===== config.mk =====
export PLATFORM = sky130hd
export DESIGN_NAME = oserdes_burst_seq_flat
export DESIGN_NICKNAME = d
export VERILOG_FILES = /design/src/rtl/oserdes_burst_seq_if.sv /design/src/rtl/oserdes_burst_seq.sv /design/src/flat_wrapper.sv
export SDC_FILE = /design/constraint.sdc
export NUM_CORES = 1
export LEC_CHECK = 0
export ABC_AREA = 1
export CAP_MARGIN = 20
export CORE_MARGIN = 3
export CORE_UTILIZATION = 53
export CTS_BUF_LIST = sky130_fd_sc_hd__clkbuf_4
export CTS_CLUSTER_DIAMETER = 50
export DETAILED_ROUTE_END_ITERATION = 6
export PLACE_DENSITY = 0.83
export SKIP_LAST_GASP = 1
export SYNTH_ARGS = -nofsm -noshare
export SYNTH_HDL_FRONTEND = slang
export SYNTH_SLANG_ARGS = --single-unit

===== constraint.sdc =====
create_clock -name clk -period 4.7 [get_ports clk]
set_clock_uncertainty 0.1 [all_clocks]
set_input_delay 0.705 -clock clk [delete_from_list [all_inputs] [get_ports clk]]
set_output_delay 0.705 -clock clk [all_outputs]
set_load 0.05 [all_outputs]

===== src/rtl/oserdes_burst_seq_if.sv =====
// Request/response bundle for oserdes_burst_seq.
// Carries the burst request (i_start, i_data) and the handshake/status outputs
// (o_ready, o_busy, o_done).
// Also carries the per-cycle serializer words for the DQ lanes and DQS.
// Ports (signals):
//   i_start    burst request, accepted when i_start & o_ready
//   i_data     burst payload, i_data[DQ_WIDTH*b+i] = beat b, lane i
//   o_ready    request can be accepted this cycle
//   o_busy     sequencer is outside IDLE
//   o_done     one-cycle pulse on return to IDLE
//   o_dq_din   o_dq_din[4*i+k] = lane i serializer D(k+1)
//   o_dq_tin   shared DQ tristate word, 1 = high-Z
//   o_dqs_din  DQS serializer data word
//   o_dqs_tin  DQS tristate word, 1 = high-Z
interface oserdes_burst_seq_if #(
  parameter int unsigned DQ_WIDTH    = 8,
  parameter int unsigned BURST_BEATS = 8
);
  logic                            i_start;
  logic [DQ_WIDTH*BURST_BEATS-1:0] i_data;
  logic                            o_ready;
  logic                            o_busy;
  logic                            o_done;
  logic [4*DQ_WIDTH-1:0]           o_dq_din;
  logic [3:0]                      o_dq_tin;
  logic [3:0]                      o_dqs_din;
  logic [3:0]                      o_dqs_tin;

  modport master (
    output i_start, i_data,
    input  o_ready, o_busy, o_done, o_dq_din, o_dq_tin, o_dqs_din, o_dqs_tin
  );

  modport slave (
    input  i_start, i_data,
    output o_ready, o_busy, o_done, o_dq_din, o_dq_tin, o_dqs_din, o_dqs_tin
  );
endinterface


===== src/rtl/oserdes_burst_seq.sv =====
// Write-burst sequencer for one DDR3 byte lane, clocked in the clk_div domain
// of the lane's 4:1 output serializers.
// Each accepted burst is played out as:
//   - an optional DQS preamble,
//   - BURST_BEATS/4 data cycles, and
//   - an optional DQS postamble.
// A request arriving in the last data cycle is merged seamlessly.
// Ports:
//   clk  clk_div-domain clock, rising edge
//   rst  asynchronous active-high reset
//   bus  slave side of oserdes_burst_seq_if (request, status, serializer words)
module oserdes_burst_seq #(
  parameter int unsigned DQ_WIDTH    = 8,
  parameter int unsigned BURST_BEATS = 8,
  parameter int unsigned PRE_SLOTS   = 1,
  parameter int unsigned POST_SLOTS  = 1
) (
  input  logic                clk,
  input  logic                rst,
  oserdes_burst_seq_if.slave  bus
);

  localparam int unsigned DataCycles = BURST_BEATS / 4;
  localparam int unsigned CntMax     = ((DataCycles - 1) > 15) ? (DataCycles - 1) : 15;
  localparam int unsigned CntW       = $clog2(CntMax + 1);
  localparam int unsigned PayloadW   = DQ_WIDTH * BURST_BEATS;
  localparam int unsigned WordW      = 4 * DQ_WIDTH;

  localparam logic [CntW-1:0] PreLast  = CntW'((PRE_SLOTS > 0) ? PRE_SLOTS - 1 : 0);
  localparam logic [CntW-1:0] PostLast = CntW'((POST_SLOTS > 0) ? POST_SLOTS - 1 : 0);
  localparam logic [CntW-1:0] DataLast = CntW'(DataCycles - 1);

  localparam logic [3:0] DqsToggle = 4'b0101;  // D1 = 1, D2 = 0, D3 = 1, D4 = 0

  typedef enum logic [1:0] {StIdle, StPre, StData, StPost} state_e;

  state_e               r_state;
  logic [CntW-1:0]      r_cnt;
  logic [PayloadW-1:0]  r_payload;
  logic [WordW-1:0]     r_dq_din;
  logic [3:0]           r_dq_tin;
  logic [3:0]           r_dqs_din;
  logic [3:0]           r_dqs_tin;
  logic                 r_busy;
  logic                 r_done;

  logic                 w_ready;
  logic                 w_accept;
  logic [CntW-1:0]      w_cnt_nxt;
  logic [WordW-1:0]     w_word_new;
  logic [WordW-1:0]     w_word_first;
  logic [WordW-1:0]     w_word_next;

  // Gather beats 4c..4c+3 of every lane into one serializer word.
  function automatic logic [WordW-1:0] beat_word(input logic [PayloadW-1:0] p,
                                                 input logic [CntW-1:0] c);
    logic [WordW-1:0] w;
    w = '0;
    for (int i = 0; i < DQ_WIDTH; i++) begin
      for (int k = 0; k < 4; k++) begin
        w[4*i+k] = p[DQ_WIDTH*(4*int'(c)+k)+i];
      end
    end
    return w;
  endfunction

  assign w_ready  = (r_state == StIdle) | ((r_state == StData) & (r_cnt == DataLast));
  assign w_accept = bus.i_start & w_ready;

  always_comb begin
    // Clamped so the beat select never leaves the payload, even in PRE/POST.
    w_cnt_nxt    = (r_cnt >= DataLast) ? '0 : r_cnt + 1'b1;
    // First word straight from the input: the payload register loads at the same edge.
    w_word_new   = beat_word(bus.i_data, '0);
    w_word_first = beat_word(r_payload, '0);
    w_word_next  = beat_word(r_payload, w_cnt_nxt);
  end

  always_ff @(posedge clk or posedge rst) begin
    if (rst) begin
      r_state   <= StIdle;
      r_cnt     <= '0;
      r_payload <= '0;
      r_dq_din  <= '0;
      r_dq_tin  <= 4'hF;
      r_dqs_din <= 4'h0;
      r_dqs_tin <= 4'hF;
      r_busy    <= 1'b0;
      r_done    <= 1'b0;
    end else begin
      r_done <= 1'b0;
      unique case (r_state)
        StIdle: begin
          if (w_accept) begin
            r_payload <= bus.i_data;
            r_cnt     <= '0;
            r_busy    <= 1'b1;
            r_dqs_tin <= 4'h0;
            if (PRE_SLOTS > 0) begin
              r_state <= StPre;
            end else begin
              r_state   <= StData;
              r_dq_din  <= w_word_new;
              r_dq_tin  <= 4'h0;
              r_dqs_din <= DqsToggle;
            end
          end
        end
        StPre: begin
          if (r_cnt == PreLast) begin
            r_state   <= StData;
            r_cnt     <= '0;
            r_dq_din  <= w_word_first;
            r_dq_tin  <= 4'h0;
            r_dqs_din <= DqsToggle;
          end else begin
            r_cnt <= r_cnt + 1'b1;
          end
        end
        StData: begin
          if (r_cnt == DataLast) begin
            r_cnt <= '0;
            if (bus.i_start) begin
              // Seamless merge: DQS keeps toggling, no pre/postamble.
              r_payload <= bus.i_data;
              r_dq_din  <= w_word_new;
            end else begin
              r_dq_din  <= '0;
              r_dq_tin  <= 4'hF;
              r_dqs_din <= 4'h0;
              if (POST_SLOTS > 0) begin
                r_state <= StPost;
              end else begin
                r_state   <= StIdle;
                r_dqs_tin <= 4'hF;
                r_busy    <= 1'b0;
                r_done    <= 1'b1;
              end
            end
          end else begin
            r_cnt    <= w_cnt_nxt;
            r_dq_din <= w_word_next;
          end
        end
        StPost: begin
          if (r_cnt == PostLast) begin
            r_state   <= StIdle;
            r_cnt     <= '0;
            r_dqs_tin <= 4'hF;
            r_busy    <= 1'b0;
            r_done    <= 1'b1;
          end else begin
            r_cnt <= r_cnt + 1'b1;
          end
        end
        default: begin
          r_state <= StIdle;
        end
      endcase
    end
  end

  assign bus.o_ready   = w_ready;
  assign bus.o_busy    = r_busy;
  assign bus.o_done    = r_done;
  assign bus.o_dq_din  = r_dq_din;
  assign bus.o_dq_tin  = r_dq_tin;
  assign bus.o_dqs_din = r_dqs_din;
  assign bus.o_dqs_tin = r_dqs_tin;

endmodule


===== src/flat_wrapper.sv =====
// flat-port wrapper written by rule: the top's interface ports become plain ports
module oserdes_burst_seq_flat 
#(
  parameter int unsigned DQ_WIDTH    = 8,
  parameter int unsigned BURST_BEATS = 8,
  parameter int unsigned PRE_SLOTS   = 1,
  parameter int unsigned POST_SLOTS  = 1
)
  (clk, rst, bus_i_start, bus_i_data, bus_o_ready, bus_o_busy, bus_o_done, bus_o_dq_din, bus_o_dq_tin, bus_o_dqs_din, bus_o_dqs_tin);
  oserdes_burst_seq_if #(.DQ_WIDTH(DQ_WIDTH), .BURST_BEATS(BURST_BEATS)) bus_i ();
  input  logic clk;
  input  logic rst;
  input wire logic [$bits(bus_i.i_start)-1:0] bus_i_start;
  input wire logic [$bits(bus_i.i_data)-1:0] bus_i_data;
  output wire logic [$bits(bus_i.o_ready)-1:0] bus_o_ready;
  output wire logic [$bits(bus_i.o_busy)-1:0] bus_o_busy;
  output wire logic [$bits(bus_i.o_done)-1:0] bus_o_done;
  output wire logic [$bits(bus_i.o_dq_din)-1:0] bus_o_dq_din;
  output wire logic [$bits(bus_i.o_dq_tin)-1:0] bus_o_dq_tin;
  output wire logic [$bits(bus_i.o_dqs_din)-1:0] bus_o_dqs_din;
  output wire logic [$bits(bus_i.o_dqs_tin)-1:0] bus_o_dqs_tin;
  assign bus_i.i_start = bus_i_start;
  assign bus_i.i_data = bus_i_data;
  assign bus_o_ready = bus_i.o_ready;
  assign bus_o_busy = bus_i.o_busy;
  assign bus_o_done = bus_i.o_done;
  assign bus_o_dq_din = bus_i.o_dq_din;
  assign bus_o_dq_tin = bus_i.o_dq_tin;
  assign bus_o_dqs_din = bus_i.o_dqs_din;
  assign bus_o_dqs_tin = bus_i.o_dqs_tin;
  oserdes_burst_seq #(.DQ_WIDTH(DQ_WIDTH), .BURST_BEATS(BURST_BEATS), .PRE_SLOTS(PRE_SLOTS), .POST_SLOTS(POST_SLOTS)) u_core (.clk(clk), .rst(rst), .bus(bus_i));
endmodule

==> reports/qor.yml <==
hold_buffers: 0
clock-sinks: 107
yosysUniqueCellTypes: 21
cp.arrival_ns: 2.67
fin_tns_setup_ns: 0
post_cts_buffers: 0
drt_wl_total_um: 13000
syn_to_final_growth_pct: 23.6
cts_resized: 0
path_class: "flip-flop to output port"
clkTransAtPathRegs_ns: 0.16
num_rows: 36
h-tree-depth: 3
root_buffer: "clkbuf_4"
nets: 903
postLayoutCellArea_mm2: 0.00669
avgViaCountPerCell: 5.08
gp_congestion: 0.805
place_ws_ns: 1.70
layoutNonFillerInstCount: 966
rsz0062_at_grt: "no"
diodes: 0
critPathMaxFanout: 36
status: "finished clean"
combPwrFrac: 0.595
synth_top_flop_cell: "dfrtp_1"
syn_area_mm2: 0.00542
hold_viol: 0
initial_core_util: 0.549
postSynthAreaPerCell_um2: 7.31
ys_seq_elements: 107
drt_iter0_drc: 352
netlist.area_leader.share: 0.485
synth.largest_area_cell: "dfrtp_1"
setup_viol: 0
hpwlAfterDp_um: 8880
async_reset_ff_frac: 1.00
grt_pass1_wl_um: 21800
clkPwrFrac: 0.085
ant_nets: 0
power.density_mw_per_mm2: 761
gr-usage-all-layers: 0.232
cap_violations: 0
start_kind: "flip-flop"
cts-buffers-inserted: 9
core_area_mm2: 0.00986
slew_headroom: 0.469
postPlaceCellArea_mm2: 0.00654
drv_slew: 0
die_h_um: 107
fin_ws_ns: 1.22
yosysWarnings: 0
p_switching_uw: 2600
hp-class: "primary input to async pin"
p_leak_uw: 0.00336
power.total_uw: 5100
peakVddDrop_mv: 0.369
cts_tree: "yes"
boundaryPins: 114
post-synth-top-count-cell: "nand2_1"
die_x_um: 107
syn_inst: 741
crit_path_end_kind: "output port"
dp.cells: 949
port_buffers: 111
worst_pin_slew_ns: 0.794
dr.pass1.iters: 6
fp.dieArea_mm2: 0.0115
crit_chain: "inv_1 -> ha_1 -> inv_2 -> o21ai_0 -> clkdlybuf4s50_1"
cts_buffer_depth: 2
synth_common_cells: "182 x nand2_1, 135 x nor2_1, 108 x inv_1"
drc_errors: 0
max_freq_mhz: 288
vias: 4903
p_seq_frac: 0.320
clk-insertion-delay-late_ns: 0.45
grt_max_degree: 71
slowest_delay_ns: 0.73
synth_top_cells_by_area: "dfrtp_1 49%, nand2_1 13%, nor2_1 9.4%"
crit_required_ns: 3.89
grt_antenna_before_repair: 0
post_drt_wl_per_cell_um: 13.5
grt_pass1_vias: 4739
slowest_stage: "clkdlybuf4s50_1"
fin_crit_sh: 0.740
finalCriticalPeriod_ns: 3.48
p_sw_frac: 0.511
final_layout_size_suffix_gt1_frac: 0.0384
ys_seq_area_frac: 0.495
p_int_uw: 2490
overflow: 0
synth-edff-count: 0
power groups by stage:
stage | Combinational [µW] | Clock [µW] | Sequential (µW)
after floorplan | 1670 | 0 | 2150
after global placement | 2870 | 0 | 1630
after detailed placement | 3000 | 0 | 1650
after CTS | 3010 | 440 | 1620
after global routing | 3360 | 482 | 1680
final | 3030 | 436 | 1630
cell families (layout without fill, tap and decap cells):
group | after synthesis | in the layout | synth area share
fa+ha+maj | 8 | 8 | 0.0185
xor+xnor | 2 | 2 | 0.00324
buf+inv | 154 | 245 | 0.119
simple gates | 360 | 360 | 0.262
flops | 107 | 107 | 0.495
other cells | 1 | 2 | 0.000692
compound gates | 109 | 109 | 0.102
routing by layer:
metal / GRT usage / up-vias / share of wire
li1: - / 2409 / -
met1: 0.315 / 2260 / 0.42
met2: 0.382 / 202 / 0.49
met3: 0.0331 / 32 / 0.072
met4: 0.0849 / 0 / 0.021
met5: 0 / - / 0
path summary, 6_finish.rpt:
| check | to | from | slack [ns] | cells after the start |
|---|---|---|---|---|
| max in group asynchronous | u_core.r_payload[2] | rst | 3.17 | 3 |
| min in group clk | u_core.bus.o_busy | u_core.bus.o_busy | 0.42 | 1 |
| min | u_core.r_cnt[3] | rst | 0.41 | 2 |
| max reg2reg | u_core.bus.o_dq_din[19] | u_core.r_state[0] | 2.18 | 9 |
| max | bus_o_ready | u_core.r_state[0] | 1.22 | 5 |
| min reg2reg | u_core.bus.o_busy | u_core.bus.o_busy | 0.42 | 1 |
layout make-up:
class | instances | area, µm²
Clock buffer | 10 | 75.1
Clock inverter | 6 | 50.0
Sequential cell | 107 | 2680
Timing Repair Buffer | 120 | 1210
Multi-Input combinational cell | 481 | 2100
Inverter | 109 | 412
Tap cell | 133 | 166
Fill cell | 836 | 3170
through the flow:
stage,hold WS (ns),utilization
2_1_floorplan,0.375,-
3_3_place_gp,0.383,0.661
3_5_place_dp,0.387,0.663
4_1_cts,0.404,0.676
5_1_grt,0.390,0.678
6_report,0.409,0.678
flip-flops by register name, summed over array words and instances, names as in the netlist:
| register | count |
|---|---|
| u_core.r_payload | 64 |
| u_core.r_cnt | 4 |
| u_core.bus.o_dq_tin | 1 |
| u_core.bus.o_done | 1 |
| u_core.bus.o_dq_din | 32 |
| u_core.r_state | 2 |
| u_core.bus.o_dqs_din | 1 |
| u_core.bus.o_dqs_tin | 1 |
| u_core.bus.o_busy | 1 |
cells in the final DEF, fill, tap and decap left out:
cell | Yosys | routed
clkdlybuf4s50_1 | 0 | 111
o21ai_0 | 40 | 40
clkinvlp_4 | 0 | 2
buf_4 | 12 | 7
inv_2 | 1 | 1
inv_4 | 0 | 1
a21oi_1 | 67 | 67
nand3_1 | 38 | 38
inv_1 | 108 | 107
dfrtp_1 | 105 | 105
nand2_1 | 182 | 181
o21a_1 | 1 | 1
buf_16 | 0 | 1
ha_1 | 8 | 8
nor2_2 | 0 | 1
buf_12 | 0 | 1
or2_1 | 1 | 1
nand4_1 | 3 | 3
conb_1 | 1 | 2
clkinv_4 | 0 | 2
dfstp_2 | 2 | 2
clkbuf_4 | 0 | 10
inv_6 | 0 | 2
nand2_2 | 0 | 1
xor2_1 | 1 | 1
xnor2_1 | 1 | 1
o211ai_1 | 1 | 1
nor2_4 | 1 | 1
nor2_1 | 135 | 134
worst max-delay path, delay by kind of cell (launching register included):
| family | cells | cell delay [ns] |
|---|---|---|
| adders and majority gates | 1 | 0.27 |
| buffers and inverters | 3 | 1.32 |
| DFF | 1 | 0.44 |
| AOI/OAI and AO/OA | 1 | 0.20 |
Note: power is estimated with default switching activity, not from simulation.
